<file path="config.mk">
export PLATFORM = sky130hd
export DESIGN_NAME = algorithm_range
export DESIGN_NICKNAME = d
export VERILOG_FILES = /design/src/rtl/algorithm_range_pkg.sv /design/src/rtl/algorithm_range_down_counter.sv /design/src/rtl/algorithm_range.sv
export SDC_FILE = /design/constraint.sdc
export NUM_CORES = 1
export LEC_CHECK = 0
export BUFFER_PORTS_ARGS = -buffer_cell sky130_fd_sc_hd__buf_4
export CAP_MARGIN = 20
export CORE_UTILIZATION = 40
export CTS_BUF_LIST = sky130_fd_sc_hd__clkbuf_2
export DETAILED_ROUTE_END_ITERATION = 10
export SYNTH_ARGS = -nofsm -noshare
export SYNTH_HDL_FRONTEND = slang
export SYNTH_SLANG_ARGS = --single-unit
</file>
<file path="constraint.sdc">
create_clock -name clk -period 3.1 [get_ports clk]
set_input_delay 0.62 -clock clk [delete_from_list [all_inputs] [get_ports clk]]
set_output_delay 0.62 -clock clk [all_outputs]
set_load 0.1 [all_outputs]
</file>
<file path="src/rtl/algorithm_range_pkg.sv">
// algorithm_range_pkg: shared definitions for the range stream source.
//   INT_N          default data width for start/count/stream beats
//   range_state_e  2-bit FSM encoding (RANGE_IDLE / RANGE_EMIT / RANGE_DONE)
//   true/false     single-bit constants
package algorithm_range_pkg;

    localparam int unsigned INT_N = 8;

    typedef enum logic [1:0] {
        RANGE_IDLE = 2'd0,
        RANGE_EMIT = 2'd1,
        RANGE_DONE = 2'd2
    } range_state_e;

    localparam logic true  = 1'b1;
    localparam logic false = 1'b0;

endpackage : algorithm_range_pkg

</file>
<file path="src/rtl/algorithm_range_down_counter.sv">
// algorithm_range_down_counter: N-bit loadable decrementer holding the
// number of beats still to be emitted.
// Ports:
//   clk, nrst      clock, async active-low reset
//   load_i         load load_value_i (has priority over dec_i)
//   load_value_i   value to load
//   dec_i          decrement by one
//   is_one_o       registered flag: remaining count equals 1
module algorithm_range_down_counter #(
    parameter int unsigned W = 8
) (
    input  logic         clk,
    input  logic         nrst,
    input  logic         load_i,
    input  logic [W-1:0] load_value_i,
    input  logic         dec_i,
    output logic         is_one_o
);

    logic [W-1:0] cnt_q, cnt_d;
    logic         is_one_q;

    // Next count; the flag is registered from it so it tracks cnt_q exactly.
    always_comb begin
        cnt_d = cnt_q;
        if (load_i) begin
            cnt_d = load_value_i;
        end else if (dec_i) begin
            cnt_d = cnt_q - W'(1);
        end
    end

    always_ff @(posedge clk or negedge nrst) begin
        if (!nrst) begin
            cnt_q    <= '0;
            is_one_q <= 1'b0;
        end else begin
            cnt_q    <= cnt_d;
            is_one_q <= (cnt_d == W'(1));
        end
    end

    assign is_one_o = is_one_q;

endmodule : algorithm_range_down_counter

</file>
<file path="src/rtl/algorithm_range.sv">
// algorithm_range: on a start request emits `count` consecutive values
// beginning at `start` over a valid/ready stream, then pulses out_valid.
// Optional build macro: ALGORITHM_RANGE_STEP_EN adds a `step` input latched
// with `start`; each transfer then adds `step` instead of 1.
// Ports:
//   clk, nrst               clock, async active-low reset
//   in_valid, start, count  start request (sampled only when idle)
//   step                    increment (only with ALGORITHM_RANGE_STEP_EN)
//   sOut, sOut_valid        stream beat; sOut is 0 when not valid
//   sOut_ready              consumer accepts the current beat
//   out_valid               one-cycle completion pulse
//   busy                    high while emitting or completing
module algorithm_range
    import algorithm_range_pkg::*;
#(
    parameter int unsigned N = INT_N
) (
    input  logic         clk,
    input  logic         nrst,
    input  logic         in_valid,
    input  logic [N-1:0] start,
    input  logic [N-1:0] count,
`ifdef ALGORITHM_RANGE_STEP_EN
    input  logic [N-1:0] step,
`endif
    input  logic         sOut_ready,
    output logic [N-1:0] sOut,
    output logic         sOut_valid,
    output logic         out_valid,
    output logic         busy
);

    range_state_e state_q, state_d;
    logic [N-1:0] value_q, value_d;
    logic [N-1:0] incr;
    logic         cnt_load, cnt_dec, cnt_is_one;
    logic         xfer;

    logic [N-1:0] sout_q, sout_d;
    logic         sout_valid_q, sout_valid_d;
    logic         out_valid_q, out_valid_d;
    logic         busy_q, busy_d;

`ifdef ALGORITHM_RANGE_STEP_EN
    logic [N-1:0] step_q, step_d;
    assign incr = step_q;
`else
    assign incr = N'(1);
`endif

    // sOut_valid_q is high exactly in EMIT, so this is the handshake.
    assign xfer = sout_valid_q & sOut_ready;

    algorithm_range_down_counter #(
        .W (N)
    ) u_remaining (
        .clk          (clk),
        .nrst         (nrst),
        .load_i       (cnt_load),
        .load_value_i (count),
        .dec_i        (cnt_dec),
        .is_one_o     (cnt_is_one)
    );

    // Next state, value register and registered output images.
    always_comb begin
        state_d  = state_q;
        value_d  = value_q;
        cnt_load = false;
        cnt_dec  = false;
`ifdef ALGORITHM_RANGE_STEP_EN
        step_d   = step_q;
`endif

        case (state_q)
            RANGE_IDLE: begin
                if (in_valid) begin
                    value_d  = start;
                    cnt_load = true;
`ifdef ALGORITHM_RANGE_STEP_EN
                    step_d   = step;
`endif
                    state_d  = (count != '0) ? RANGE_EMIT : RANGE_DONE;
                end
            end
            RANGE_EMIT: begin
                if (xfer) begin
                    value_d = value_q + incr;
                    cnt_dec = true;
                    if (cnt_is_one) begin
                        state_d = RANGE_DONE;
                    end
                end
            end
            RANGE_DONE: begin
                state_d = RANGE_IDLE;
            end
            default: begin
                state_d = RANGE_IDLE;
            end
        endcase

        sout_valid_d = (state_d == RANGE_EMIT);
        sout_d       = sout_valid_d ? value_d : '0;
        out_valid_d  = (state_d == RANGE_DONE);
        busy_d       = (state_d != RANGE_IDLE);
    end

    always_ff @(posedge clk or negedge nrst) begin
        if (!nrst) begin
            state_q      <= RANGE_IDLE;
            value_q      <= '0;
            sout_q       <= '0;
            sout_valid_q <= 1'b0;
            out_valid_q  <= 1'b0;
            busy_q       <= 1'b0;
`ifdef ALGORITHM_RANGE_STEP_EN
            step_q       <= '0;
`endif
        end else begin
            state_q      <= state_d;
            value_q      <= value_d;
            sout_q       <= sout_d;
            sout_valid_q <= sout_valid_d;
            out_valid_q  <= out_valid_d;
            busy_q       <= busy_d;
`ifdef ALGORITHM_RANGE_STEP_EN
            step_q       <= step_d;
`endif
        end
    end

    assign sOut       = sout_q;
    assign sOut_valid = sout_valid_q;
    assign out_valid  = out_valid_q;
    assign busy       = busy_q;

endmodule : algorithm_range
</file>
==> results of run 1 <==
-- power by group --
group	internal, mW	total [mW]	switching [mW]
Combinational	0.399	1.20	0.798
Clock	0.0556	0.182	0.127
Sequential	0.568	0.733	0.164
-- registers in the layout (all words and copies together) (netlist names) --
signal and count:
out_valid 1, u_remaining.is_one_o 1, value_q 8, busy 1, u_remaining.cnt_q 8, sOut 8
state_q 2, sOut_valid 1
-- area by class of cell --
type                       instances  area share
inverter                           7      0.0140
multi-input combinational        109       0.410
timing repair buffer              31       0.124
clock inverter                     2     0.00466
sequential                        30       0.399
clock buffer                       6      0.0160
tap                               48      0.0320
-- through the flow --
step | hold slack, ns | util | power (mW) | area (um^2)
final | 0.171 | 0.498 | 2.11 | 1880
after global routing | 0.158 | 0.498 | 2.25 | 1880
after CTS | 0.160 | 0.498 | 2.12 | 1880
after detailed placement | 0.540 | 0.488 | 1.93 | 1840
after global placement | 0.538 | 0.488 | 1.91 | 1840
after floorplan | 0.324 | - | 1.68 | 1610
-- placed cells by master, fill, tap and decap left out, types with 3 or more instances in the layout --
| cell | count |
|---|---|
| a21oi_1 | 12 |
| and2_1 | 10 |
| buf_4 | 31 |
| clkbuf_2 | 6 |
| dfrtp_1 | 30 |
| inv_1 | 6 |
| mux2i_1 | 7 |
| nand2_1 | 12 |
| nand3_1 | 3 |
| nand4_1 | 4 |
| nor2_1 | 10 |
| nor4_1 | 3 |
| o21ai_0 | 3 |
| o22ai_1 | 8 |
| or4_1 | 3 |
-- worst paths after layout --
path                       cells after the start                             end  slack, ns
max in group asynchronous                      1               sOut[5]$_DFF_PN0_       2.64
hold reg to reg                                1            sOut_valid$_DFF_PN0_       0.57
hold / removal                                 1  u_remaining.cnt_q[5]$_DFF_PN0_       0.17
min in group clk                               3  u_remaining.cnt_q[3]$_DFF_PN0_       0.51
setup / recovery                               5  u_remaining.is_one_o$_DFF_PN0_       0.97
setup reg to reg                               5  u_remaining.is_one_o$_DFF_PN0_       0.97
-- worst reg2reg max path, cell delays in order (launching register included) --
cell      delay, ns
dfrtp_1        0.60
or3b_1         0.70
o211ai_1       0.22
nand3_1        0.13
nor3_1         0.23
and4bb_1       0.21
-- cell families after synthesis --
kind of cell	share of synthesized area
compound gates	0.156
buf+inv	0.0544
mux	0.0505
fa+ha+maj	0.0155
xor+xnor	0.0218
flops	0.467
simple gates	0.236
-- metal layers --
metal	wire length [um]	GRT usage
met1	1690	0.244
met2	1630	0.291
met3	117	0.0434
met4	29	0.0842
met5	0	0
==> results.toml, run 1 <==
[synth]
syn_area_per_cell_um2 = 10.5
postSynthCellCount = 153
synth_most_common_cell = "dfrtp_1"
synthDistinctLibCells = 46
synth-seq-area-share = 0.467
synthTopCellsByCount = "dfrtp_1 (30), a21oi_1 (12), nand2_1 (12), and2_1 (10), nor2_1 (10)"
synth-async-reset-ratio = 1.00
syn_area_mm2 = 0.00161
syn_nets = 175
synth_top_area_share = 0.467
synth_flop_cell = "dfrtp_1"
synth_largest_area_cell = "dfrtp_1"
synth_edf_count = 0
synthTopCellsByArea = "dfrtp_1 (47%), mux2i_1 (4.4%), and2_1 (3.9%)"
ys_seq_elements = 30
ys_warn_count = 0

[grt]
grt_overflow = 0
grt_first_pass_wirelength_um = 5970
grt_max_degree = 31
grt_pass1_vias = 1294
track_usage = 0.186
antenna_found_initial = 0

[drt]
vias = 1268
drtAntennaViolNets = 0
wire_per_inst_um = 14.9
drt_pass1_iterations = 4
drc = 0
avgViaCountPerCell = 5.44
wl_um = 3460
first_iter_violations = 95

[die]
dieArea_mm2 = 0.00428
row_count = 22
start_util = 0.427
io_pins = 31
core_area_mm2 = 0.00377
die_y_um = 65.4
die_width_um = 65.4

[critical_path]
crit_buf_inv = 0
worstPathArrival_ns = 2.43
startpoint = "state_q[1]$_DFF_PN0_"
crit_family = "simple AND/OR/NAND/NOR gates"
cp.required_ns = 3.39
path_class = "flip-flop to flip-flop"
crit_fanout = 15
reg2reg_from = "state_q[1]$_DFF_PN0_"
crit_chain = "or3b_1 > o211ai_1 > nand3_1 > nor3_1 > and4bb_1"
endpoint_kind = "flip-flop"
slowest_stage = "or3b_1"
start_kind = "flip-flop"
cpPeakStageDelay_ns = 0.70

[cts]
cts_resized = 0
postCtsSetupBuffers = 0
cts-hold-fix-buffers = 0
cts_tree = "done"
cts_num_sinks = 30
numCtsBuffers = 5
ctsLongestPathBuffers = 2
clkTransAtPathRegs_ns = 0.15
htree_levels = 2
clkLatencyLatePin_ns = 0.34
cts-root-buf = "clkbuf_2"

[sta]
worstMarginPinSlew_ns = 0.597
fin_crit_ns = 2.13
fmax_mhz = 469
hold_violations = 0
fin_setup_tns_ns = 0
slew_headroom = 0.602
fin_skew_ns = 0.0122
final.period_utilization = 0.688
fin_ws_ns = 0.966
grt_setup_unrepaired = "no"
drv_slew = 0
setup_viol = 0

[worst_hold_path]
holdCritPathClass = "input port to asynchronous set/reset pin"

[layout]
multi_input_area_um2 = 771
drive_above_1_share = 0.276
fill_cells = 345
nNetsFinal = 206
antenna_cells = 0
seq_area_um2 = 751
fin_cells = 233
syn_to_final_growth_pct = 16.8

[placement]
io_buffers = 30
hpwl_um = 2520
pre_cts_ws_ns = 0.869
placed_cells = 225
gp_congestion = 0.870

[power_and_ir_drop]
ir_drop_mv = 0.599
powerDensity_mw_per_mm2 = 1120
p_leak_nw = 0.861

[run]
maxCapViolCount = 0

[run_status]
status = "finished clean"
Power figures use the tool's default switching activity.
==> inputs of run 2 (changes only) <==
- clock period: 3.1 -> 2.1 ns (I/O delays scaled with it)
==> run 2 against run 1 <==
Power is 49% higher. Clock power grew 53%. Sequential power is 45% higher. Sequential share of layout area decreased by 0.84 points. Count of clock-buffer cells in the layout stayed put. Utilization is 1.2 points higher. Die area stayed put. Critical path depth stayed put. First-iteration DRC count fell by 16%. Largest cell class unchanged.
==> results.toml, run 2 (synthesis results as in run 1) <==
[layout]
nNetsFinal = 211
multi_input_area_um2 = 773
final_cell_mix = "buf_4 (35), dfrtp_1 (29), nand2_1 (12), a21oi_1 (12)"
fin_util = 0.510
seq_area_um2 = 752
layout_commonest_cell = "buf_4"
drive_above_1_share = 0.300
syn_to_final_growth_pct = 19.5
antenna_cells = 0
fill_cells = 351

[placement]
io_buffers = 30
hpwl_um = 2530
gp_congestion = 0.856

[grt]
grt_max_degree = 31
grt_first_pass_wirelength_um = 5930
grt_pass1_vias = 1275
track_usage = 0.190
grt_overflow = 0
antenna_found_initial = 0

[run]
maxCapViolCount = 0

[critical_path]
cpPeakStageDelay_ns = 0.62
endpoint_kind = "flip-flop"
cp.required_ns = 2.42
crit_fanout = 11
path_class = "flip-flop to flip-flop"
start_kind = "flip-flop"
crit_chain = "nand4b_2 > nor4_2 > xor2_1 > mux2_2 > and4bb_1"
slowest_stage = "dfrtp_1"
worstPathArrival_ns = 2.18

[sta]
slew_headroom = 0.732
fin_skew_ns = 0.0272
fin_setup_tns_ns = 0
fmax_mhz = 537
grt_setup_unrepaired = "no"
hold_violations = 0
fin_crit_ns = 1.86
setup_viol = 0
worstMarginPinSlew_ns = 0.402
drv_slew = 0
final.period_utilization = 0.887

[die]
row_count = 22
die_width_um = 65.4
start_util = 0.427
io_pins = 31
core_area_mm2 = 0.00377
die_y_um = 65.4
dieArea_mm2 = 0.00428

[cts]
clkLatencyLatePin_ns = 0.37
numCtsBuffers = 5
cts_num_sinks = 30
cts-root-buf = "clkbuf_2"
clkTransAtPathRegs_ns = 0.16
ctsLongestPathBuffers = 2
htree_levels = 2
postCtsSetupBuffers = 0
cts_tree = "done"

[drt]
avgViaCountPerCell = 5.43
vias = 1292
wl_um = 3460
wire_per_inst_um = 14.5
drt_pass1_iterations = 4
drtAntennaViolNets = 0
drc = 0
first_iter_violations = 80

[power_and_ir_drop]
ir_drop_mv = 0.829
powerDensity_mw_per_mm2 = 1640
p_leak_nw = 0.885

[worst_hold_path]
holdCritPathClass = "input port to flip-flop"

[run_status]
status = "finished clean"
-- run 2: worst paths after layout --
path / start / end / slack [ns] / depth (start not counted)
hold reg to reg: u_remaining.is_one_o$_DFF_PN0_ / sOut_valid$_DFF_PN0_ / 0.55 / 1
setup / recovery: state_q[0]$_DFF_PN0_ / u_remaining.is_one_o$_DFF_PN0_ / 0.24 / 5
min in group asynchronous: nrst / out_valid$_DFF_PN0_ / 0.49 / 2
setup reg to reg: state_q[0]$_DFF_PN0_ / u_remaining.is_one_o$_DFF_PN0_ / 0.24 / 5
hold / removal: count[3] / u_remaining.cnt_q[3]$_DFF_PN0_ / 0.32 / 3
max in group asynchronous: nrst / sOut[0]$_DFF_PN0_ / 1.31 / 2
-- run 2: critical path: cells and delay by family, from the launching register on --
| kind | cells | cell delay, ns |
|---|---|---|
| DFF | 1 | 0.62 |
| xor gates and xnor gates | 1 | 0.09 |
| muxes | 1 | 0.29 |
| and+or+nand+nor | 3 | 0.81 |
-- run 2: power by group --
group          total [mW]  internal, mW  switching, mW
registers            1.06         0.840          0.220
clock network       0.279        0.0818          0.197
logic                1.81         0.609           1.21
-- run 2: what timing repair did --
action / in CTS / in global routing
hold buffers: 1 / 0
endpoints found under the setup margin: 0 / 1
hold endpoints to repair: 30 / 0
resized for setup: 0 / 1
-- run 2: routing by layer --
metal	routed length [um]	vias to the layer above	track usage
met5	0	-	0
met1	1750	608	0.269
met2	1490	38	0.258
met4	74	0	0.122
li1	-	638	-
met3	153	8	0.0434
-- run 2: cell type report --
type | instances | share of cell area
timing repair buffer | 36 | 0.142
clock inverter | 2 | 0.00455
sequential | 30 | 0.391
tap | 48 | 0.0312
clock buffer | 6 | 0.0156
multi-input combinational | 109 | 0.402
inverter | 7 | 0.0137
-- run 2: stage by stage --
step	setup slack (ns)	instances	cell area, um^2	total power, mW	hold slack, ns
2_1_floorplan	0.195	153	1610	2.48	0.124
3_3_place_gp	0.238	229	1870	2.85	0.371
3_5_place_dp	0.198	229	1870	2.88	0.376
4_1_cts	0.150	238	1920	3.17	0.287
5_1_grt	0.0258	238	1920	3.38	0.277
6_report	0.238	238	1920	3.15	0.320
